==> config.mk <==
export PLATFORM = sky130hd
export DESIGN_NAME = fdisc
export DESIGN_NICKNAME = d
export VERILOG_FILES = /design/src/rtl/fdisc.sv
export SDC_FILE = /design/constraint.sdc
export NUM_CORES = 1
export LEC_CHECK = 0
export CORE_MARGIN = 2
export CORE_UTILIZATION = 41
export DETAILED_ROUTE_END_ITERATION = 8
export PLACE_DENSITY = 0.65
export SETUP_SLACK_MARGIN = 0.3
export SYNTH_ARGS = -nofsm -noshare
export SYNTH_HDL_FRONTEND = slang
export SYNTH_SLANG_ARGS = --single-unit
==> constraint.sdc <==
create_clock -name clk -period 6.19 [get_ports clk]
set_input_delay 1.238 -clock clk [delete_from_list [all_inputs] [get_ports clk]]
set_output_delay 1.238 -clock clk [all_outputs]
set_load 0.03 [all_outputs]
==> src/rtl/fdisc.sv <==
// -----------------------------------------------------------------------------
// fdisc -- frequency discriminator for the carrier frequency synchronizer.
//
// Each strobed I/Q sample is converted to magnitude and phase by an iterative
// CORDIC in vectoring mode, one micro-rotation per clock. The phase is then
// differentiated against the previous nonzero sample to give the per-sample
// phase step. Phase full scale is 65536 per turn; magnitude full scale 32768.
//
// Ports
//   clk   in   system clock, rising edge
//   rstn  in   asynchronous active-low reset
//   i     in   [15:0] signed in-phase sample
//   q     in   [15:0] signed quadrature sample
//   iqv   in   sample valid strobe (one cycle per sample)
//   mag   out  [15:0] unsigned magnitude, held between strobes
//   frq   out  [15:0] signed phase step per sample (mod 2^16), held
//   fmv   out  one-cycle strobe: mag/frq updated
//   ovf   out  one-cycle pulse: a sample arrived while busy and was dropped
//
// Timing: iqv sampled at edge E0, rotations at E1..E15, outputs registered at
// E16 (fmv high E16..E17). Next sample may be accepted at E17 at the earliest.
// -----------------------------------------------------------------------------
module fdisc #(
  parameter int ITER = 15,
  parameter int KSCL = 19899
) (
  input  logic        clk,
  input  logic        rstn,
  input  logic [15:0] i,
  input  logic [15:0] q,
  input  logic        iqv,
  output logic [15:0] mag,
  output logic [15:0] frq,
  output logic        fmv,
  output logic        ovf
);

  typedef enum logic [1:0] {S_IDLE, S_ROT, S_OUT} state_t;

  localparam logic [3:0]         K_LAST = 4'(ITER - 1);
  localparam logic signed [35:0] L_KSCL = 36'(KSCL);

  state_t             r_state;
  state_t             w_next;
  logic signed [17:0] r_x;
  logic signed [17:0] r_y;
  logic [15:0]        r_z;
  logic [15:0]        r_prev;
  logic [3:0]         r_k;
  logic               r_zflag;
  logic               r_first;
  logic [15:0]        r_mag;
  logic [15:0]        r_frq;
  logic               r_fmv;
  logic               r_ovf;

  logic signed [17:0] w_i_ext;
  logic signed [17:0] w_q_ext;
  logic signed [17:0] w_x_sh;
  logic signed [17:0] w_y_sh;
  logic [15:0]        w_atan;
  logic signed [35:0] w_x_ext;
  logic signed [19:0] w_mag_full;
  logic [15:0]        w_mag_sat;

  // Two guard bits so that negating i = -32768 cannot overflow.
  assign w_i_ext = {{2{i[15]}}, i};
  assign w_q_ext = {{2{q[15]}}, q};

  // Arithmetic, truncating shifts of the pre-update vector.
  assign w_x_sh = r_x >>> r_k;
  assign w_y_sh = r_y >>> r_k;

  // atan(2^-k) in units of 2^-16 turn.
  always_comb begin
    // NOTE: every combinational output gets a default first, so no path
    // through the case leaves it unassigned and no latch is inferred.
    w_atan = 16'd0;
    case (r_k)
      4'd0:  w_atan = 16'd8192;
      4'd1:  w_atan = 16'd4836;
      4'd2:  w_atan = 16'd2555;
      4'd3:  w_atan = 16'd1297;
      4'd4:  w_atan = 16'd651;
      4'd5:  w_atan = 16'd326;
      4'd6:  w_atan = 16'd163;
      4'd7:  w_atan = 16'd81;
      4'd8:  w_atan = 16'd41;
      4'd9:  w_atan = 16'd20;
      4'd10: w_atan = 16'd10;
      4'd11: w_atan = 16'd5;
      4'd12: w_atan = 16'd3;
      4'd13: w_atan = 16'd1;
      4'd14: w_atan = 16'd1;
      default: w_atan = 16'd0;
    endcase
  end

  // Gain compensation: (x * KSCL) >> 15, saturated to the 16-bit range.
  assign w_x_ext    = {{18{r_x[17]}}, r_x};
  assign w_mag_full = 20'((w_x_ext * L_KSCL) >>> 15);

  always_comb begin
    w_mag_sat = w_mag_full[15:0];
    if (w_mag_full[19]) begin
      w_mag_sat = 16'd0;
    end else if (|w_mag_full[18:16]) begin
      w_mag_sat = 16'hFFFF;
    end
  end

  // State register.
  always_ff @(posedge clk or negedge rstn) begin
    // NOTE: clocked state is always written with non-blocking assignments so
    // every register samples the values from before the edge.
    if (!rstn) begin
      r_state <= S_IDLE;
    end else begin
      r_state <= w_next;
    end
  end

  // Next-state logic.
  always_comb begin
    w_next = r_state;
    case (r_state)
      S_IDLE:  if (iqv) w_next = S_ROT;
      S_ROT:   if (r_k == K_LAST) w_next = S_OUT;
      S_OUT:   w_next = S_IDLE;
      default: w_next = S_IDLE;
    endcase
  end

  // Datapath and output registers.
  always_ff @(posedge clk or negedge rstn) begin
    if (!rstn) begin
      r_x     <= '0;
      r_y     <= '0;
      r_z     <= '0;
      r_k     <= '0;
      r_prev  <= '0;
      r_zflag <= 1'b0;
      r_first <= 1'b0;
      r_mag   <= '0;
      r_frq   <= '0;
      r_fmv   <= 1'b0;
      r_ovf   <= 1'b0;
    end else begin
      r_fmv <= 1'b0;
      // A sample arriving while a conversion is in flight is simply dropped.
      r_ovf <= iqv && (r_state != S_IDLE);
      case (r_state)
        S_IDLE: begin
          if (iqv) begin
            // Pre-rotate by 180 degrees into the right half-plane.
            if (!i[15]) begin
              r_x <= w_i_ext;
              r_y <= w_q_ext;
              r_z <= 16'h0000;
            end else begin
              r_x <= -w_i_ext;
              r_y <= -w_q_ext;
              r_z <= 16'h8000;
            end
            r_zflag <= (i == 16'd0) && (q == 16'd0);
            r_k     <= 4'd0;
          end
        end
        S_ROT: begin
          if (!r_y[17]) begin
            r_x <= r_x + w_y_sh;
            r_y <= r_y - w_x_sh;
            r_z <= r_z + w_atan;
          end else begin
            r_x <= r_x - w_y_sh;
            r_y <= r_y + w_x_sh;
            r_z <= r_z - w_atan;
          end
          r_k <= r_k + 4'd1;
        end
        S_OUT: begin
          r_fmv <= 1'b1;
          if (r_zflag) begin
            // Zero input has no phase; keep the last valid phase reference.
            r_mag <= 16'd0;
            r_frq <= 16'd0;
          end else begin
            r_mag <= w_mag_sat;
            if (!r_first) begin
              r_frq   <= 16'd0;
              r_first <= 1'b1;
            end else begin
              r_frq <= r_z - r_prev;
            end
            r_prev <= r_z;
          end
        end
        default: ;
      endcase
    end
  end

  assign mag = r_mag;
  assign frq = r_frq;
  assign fmv = r_fmv;
  assign ovf = r_ovf;

endmodule

==> run_results.csv, run 1 <==
group,metric,value,unit
floorplan,coreArea,40600,um^2
global_routing,grt_max_degree,63,
synthesis,synth_nets,2248,
finish,antenna_cells,0,
synthesis,synth-edff-count,0,
setup_path,crit_path_top_delay_cell,"dfrtp_2",
global_routing,gr-total-overflow,0,
drt,num_vias,13755,
global_routing,antenna_found_initial,0,
clock_tree,cts_buffers,9,
setup_path,start_kind,"register",
setup_path,reg2reg_to,"mag[6]$_DFFE_PN0P_",
setup_path,crit_buf_inv,6,
sta,rsz0062_at_grt,"true",
synthesis,synth.most_common_cell,"inv_1",
synthesis,synth_area_per_cell,8.97,um^2
floorplan,fp.dieArea,42500,um^2
setup_path,critPathKind,"register to register",
drt,met2_wirelength,21000,um
synthesis,ys_types,89,
synthesis,yosys_register_bits,110,
setup_path,regToRegSetupSlack,0.19,ns
floorplan,row_count,74,
clock_tree,clk_path_buf_depth,2,
drt,viasPerCell,5.50,
floorplan,die_y,206,um
floorplan,fp.dieW,206,um
synthesis,ys_warn_count,0,
placement,dpl.hpwl,35900,um
finish,drive_gt1_frac,0.139,
clock_tree,clk_pin_slew,0.09,ns
synthesis,syn-instance-count,1866,
sta,fin_skew,0.0161,ns
placement,gp_congestion,0.923,
hold_path,min_to,"frq[3]$_DFFE_PN0P_",
sta,fmax,0.167,GHz
drt,drt-initial-drc-count,925,
drt,wl,45100,um
drt,dr.pass1.iters,5,
global_routing,grt_pass1_wl,74200,um
drt,ant_nets,0,
clock_tree,cts_root_buffer,"clkbuf_16",
sta,setup_viol_count_final,0,
setup_path,critPathCaptureType,"register",
setup_path,slowest_delay,0.50,ns
finish,layout.nets,2348,
synthesis,synth_area_leader_cell,"fa_1",
synthesis,seq_area_frac_synth,0.164,
drt,wl_met1,21300,um
synthesis,ys_top_cells_by_area,"fa_1, dfrtp_1, ha_1",
floorplan,pin_count,69,
clock_tree,cts_tree,"built",
setup_path,cp.required,6.45,ns
sta,hold-worst-slack,0.488,ns
drt,drc_errors,0,
synthesis,syn_area,16700,um^2
clock_tree,hold_buffers,0,
setup_path,worst-path-max-fanout,8,
sta,slew_viol_final,0,
clock_tree,cts_sinks,110,
synthesis,netlist.area_leader.share,0.166,
sta,worst_pin_slew,1.14,ns
drt,routed_wire_length_per_instance,18.0,um
sta,period_share,0.969,
finish,area_growth,15.6,%
global_routing,grt_usage,0.221,
synthesis,synthTopCellsByCount,"inv_1, ha_1, fa_1",
finish,fillers,3862,
global_routing,grt_pass1_vias,13828,
clock_tree,ctsHtreeMaxLevel,3,
placement,io_buffers,68,
clock_tree,clock_latency,0.39,ns
drt,met3_length,1950,um
sta,hold_viol,0,
setup_path,r2r_start,"r_x[13]$_DFFE_PN0P_",
setup_path,worstPathArrival,6.26,ns
synthesis,async_flop_share,1.00,
setup_path,cp_cell_sequence,"buf_6, ha_4, inv_2, fa_1, inv_1, fa_1, fa_1, fa_1, inv_1, fa_1, inv_2, ha_4, a21o_1, a21o_1, a211oi_2, o21bai_2, or3_4, a211oi_4, a21oi_2, o22ai_2, a21boi_4, buf_12, a221o_1",
sta,finalCriticalPeriod,6.00,ns
floorplan,start_util,0.413,
hold_path,hold_path_class,"register to register",
hold_path,min_from,"frq[3]$_DFFE_PN0P_",
setup_path,ff2ff_path_depth,23,
sta,relSlewSlack,0.239,
drt,routed.top_layer,"met4",
setup_path,cp_top_family,"adder cells",
run_status,status,"complete, no violations",
hold_path,hold_depth,2,
run,drv_cap,0,
synthesis,ys.flop_type,"dfrtp_1",
setup_path,crit_top_cell,"fa_1",
[timing repair]
item,in CTS,in global routing
resized for setup,55,12
setup buffers,41,5
pin swaps,55,24
gates cloned,1,0
setup endpoints to repair,16,19
[sequential cells by signal (all words and copies together) (netlist names), 2 cells and up]
signal	flops
frq	16
r_y	18
r_prev	16
r_z	16
r_x	18
r_state	2
mag	16
r_k	4
[metrics by stage]
step / setup WS (ns) / TNS (ns) / instance area (um^2) / cells / util
6_report: 0.190 / 0 / 19300 / 2503 / 0.477
4_1_cts: 0.207 / 0 / 19200 / 2498 / 0.474
3_3_place_gp: 0.0113 / 0 / 18300 / 2440 / 0.451
5_1_grt: -0.000703 / -0.000864 / 19300 / 2503 / 0.477
2_1_floorplan: 0.314 / 0 / 16900 / 1866 / -
3_5_place_dp: -0.0663 / -0.738 / 18300 / 2440 / 0.451
[routing by layer]
metal	up-vias	global-route usage
li1	6602	-
met4	0	0.0518
met3	59	0.0276
met2	343	0.361
met1	6751	0.310
met5	-	0
[logic make-up after synthesis]
logic type	after synthesis	synth area share
XOR/XNOR	137	0.0721
AO/OA/AOI/OAI	426	0.164
buffers and inverters	352	0.0829
AND/OR/NAND/NOR	405	0.117
flip-flops	110	0.164
adder cells (fa/ha/maj)	347	0.322
multiplexers	89	0.0777
[layout make-up]
| cell class | count | area, um^2 | area share |
|---|---|---|---|
| Multi-Input combinational cell | 1404 | 13100 | 0.676 |
| Sequential cell | 110 | 2780 | 0.144 |
| Timing Repair Buffer | 157 | 1450 | 0.0752 |
| Clock buffer | 9 | 225 | 0.0116 |
| Inverter | 284 | 1070 | 0.0551 |
| Clock inverter | 7 | 75.1 | 0.00388 |
| Tap cell | 532 | 666 | 0.0344 |
[cell usage in the layout (no fill, tap or decap), types with 8 or more instances in the layout]
cell type / n
nand2b_1: 12
dfrtp_2: 13
mux4_2: 24
fa_1: 135
mux2_1: 14
mux2_2: 16
nor2b_1: 19
inv_2: 18
xor2_1: 74
or3_1: 10
buf_4: 78
clkdlybuf4s50_1: 67
o21a_1: 8
o22ai_1: 12
clkbuf_16: 9
o211ai_1: 26
nand2_1: 135
mux2i_1: 25
nor2_1: 99
xnor2_1: 62
ha_4: 23
and3_1: 13
o21bai_1: 12
o21ai_0: 114
a31oi_1: 15
nor3_1: 31
o31ai_1: 14
nand3_1: 33
a221o_1: 15
a21oi_1: 97
inv_1: 264
ha_1: 182
dfrtp_1: 95
a21o_1: 28
a211oi_1: 13
[worst max-delay path by stage]
stage / start / to / slack, ns / cells past startpoint
3_5_place_dp: r_x[12]$_DFFE_PN0P_ / mag[6]$_DFFE_PN0P_ / -0.07 / 21
3_3_place_gp: r_x[12]$_DFFE_PN0P_ / mag[3]$_DFFE_PN0P_ / 0.01 / 21
6_report: r_x[13]$_DFFE_PN0P_ / mag[6]$_DFFE_PN0P_ / 0.19 / 23
5_1_grt: r_x[13]$_DFFE_PN0P_ / mag[5]$_DFFE_PN0P_ / -0.0007 / 23
2_1_floorplan: r_x[14]$_DFFE_PN0P_ / mag[12]$_DFFE_PN0P_ / 0.31 / 22
4_1_cts: r_x[13]$_DFFE_PN0P_ / mag[6]$_DFFE_PN0P_ / 0.21 / 23
[tightest hold or removal path, stage by stage (launching register included)]
cell     delay [ns]
dfrtp_1        0.35
nand2_1        0.05
o21ai_0        0.06
Power of run 1 is not shown: default switching activity piles up to over one toggle a cycle in this logic, so the estimate is an artifact.
==> inputs of run 2 (changes only) <==
--- a/config.mk
+++ b/config.mk
@@ -7,6 +7,7 @@
 export LEC_CHECK = 0
 export CORE_MARGIN = 2
 export CORE_UTILIZATION = 41
+export CTS_CLUSTER_SIZE = 30
 export DETAILED_ROUTE_END_ITERATION = 8
 export PLACE_DENSITY = 0.65
 export SETUP_SLACK_MARGIN = 0.3
==> results of run 2 <==
The final DEF is identical to that of run 1; final timing and power are the same.
Power of run 2 is left out for the same reason.
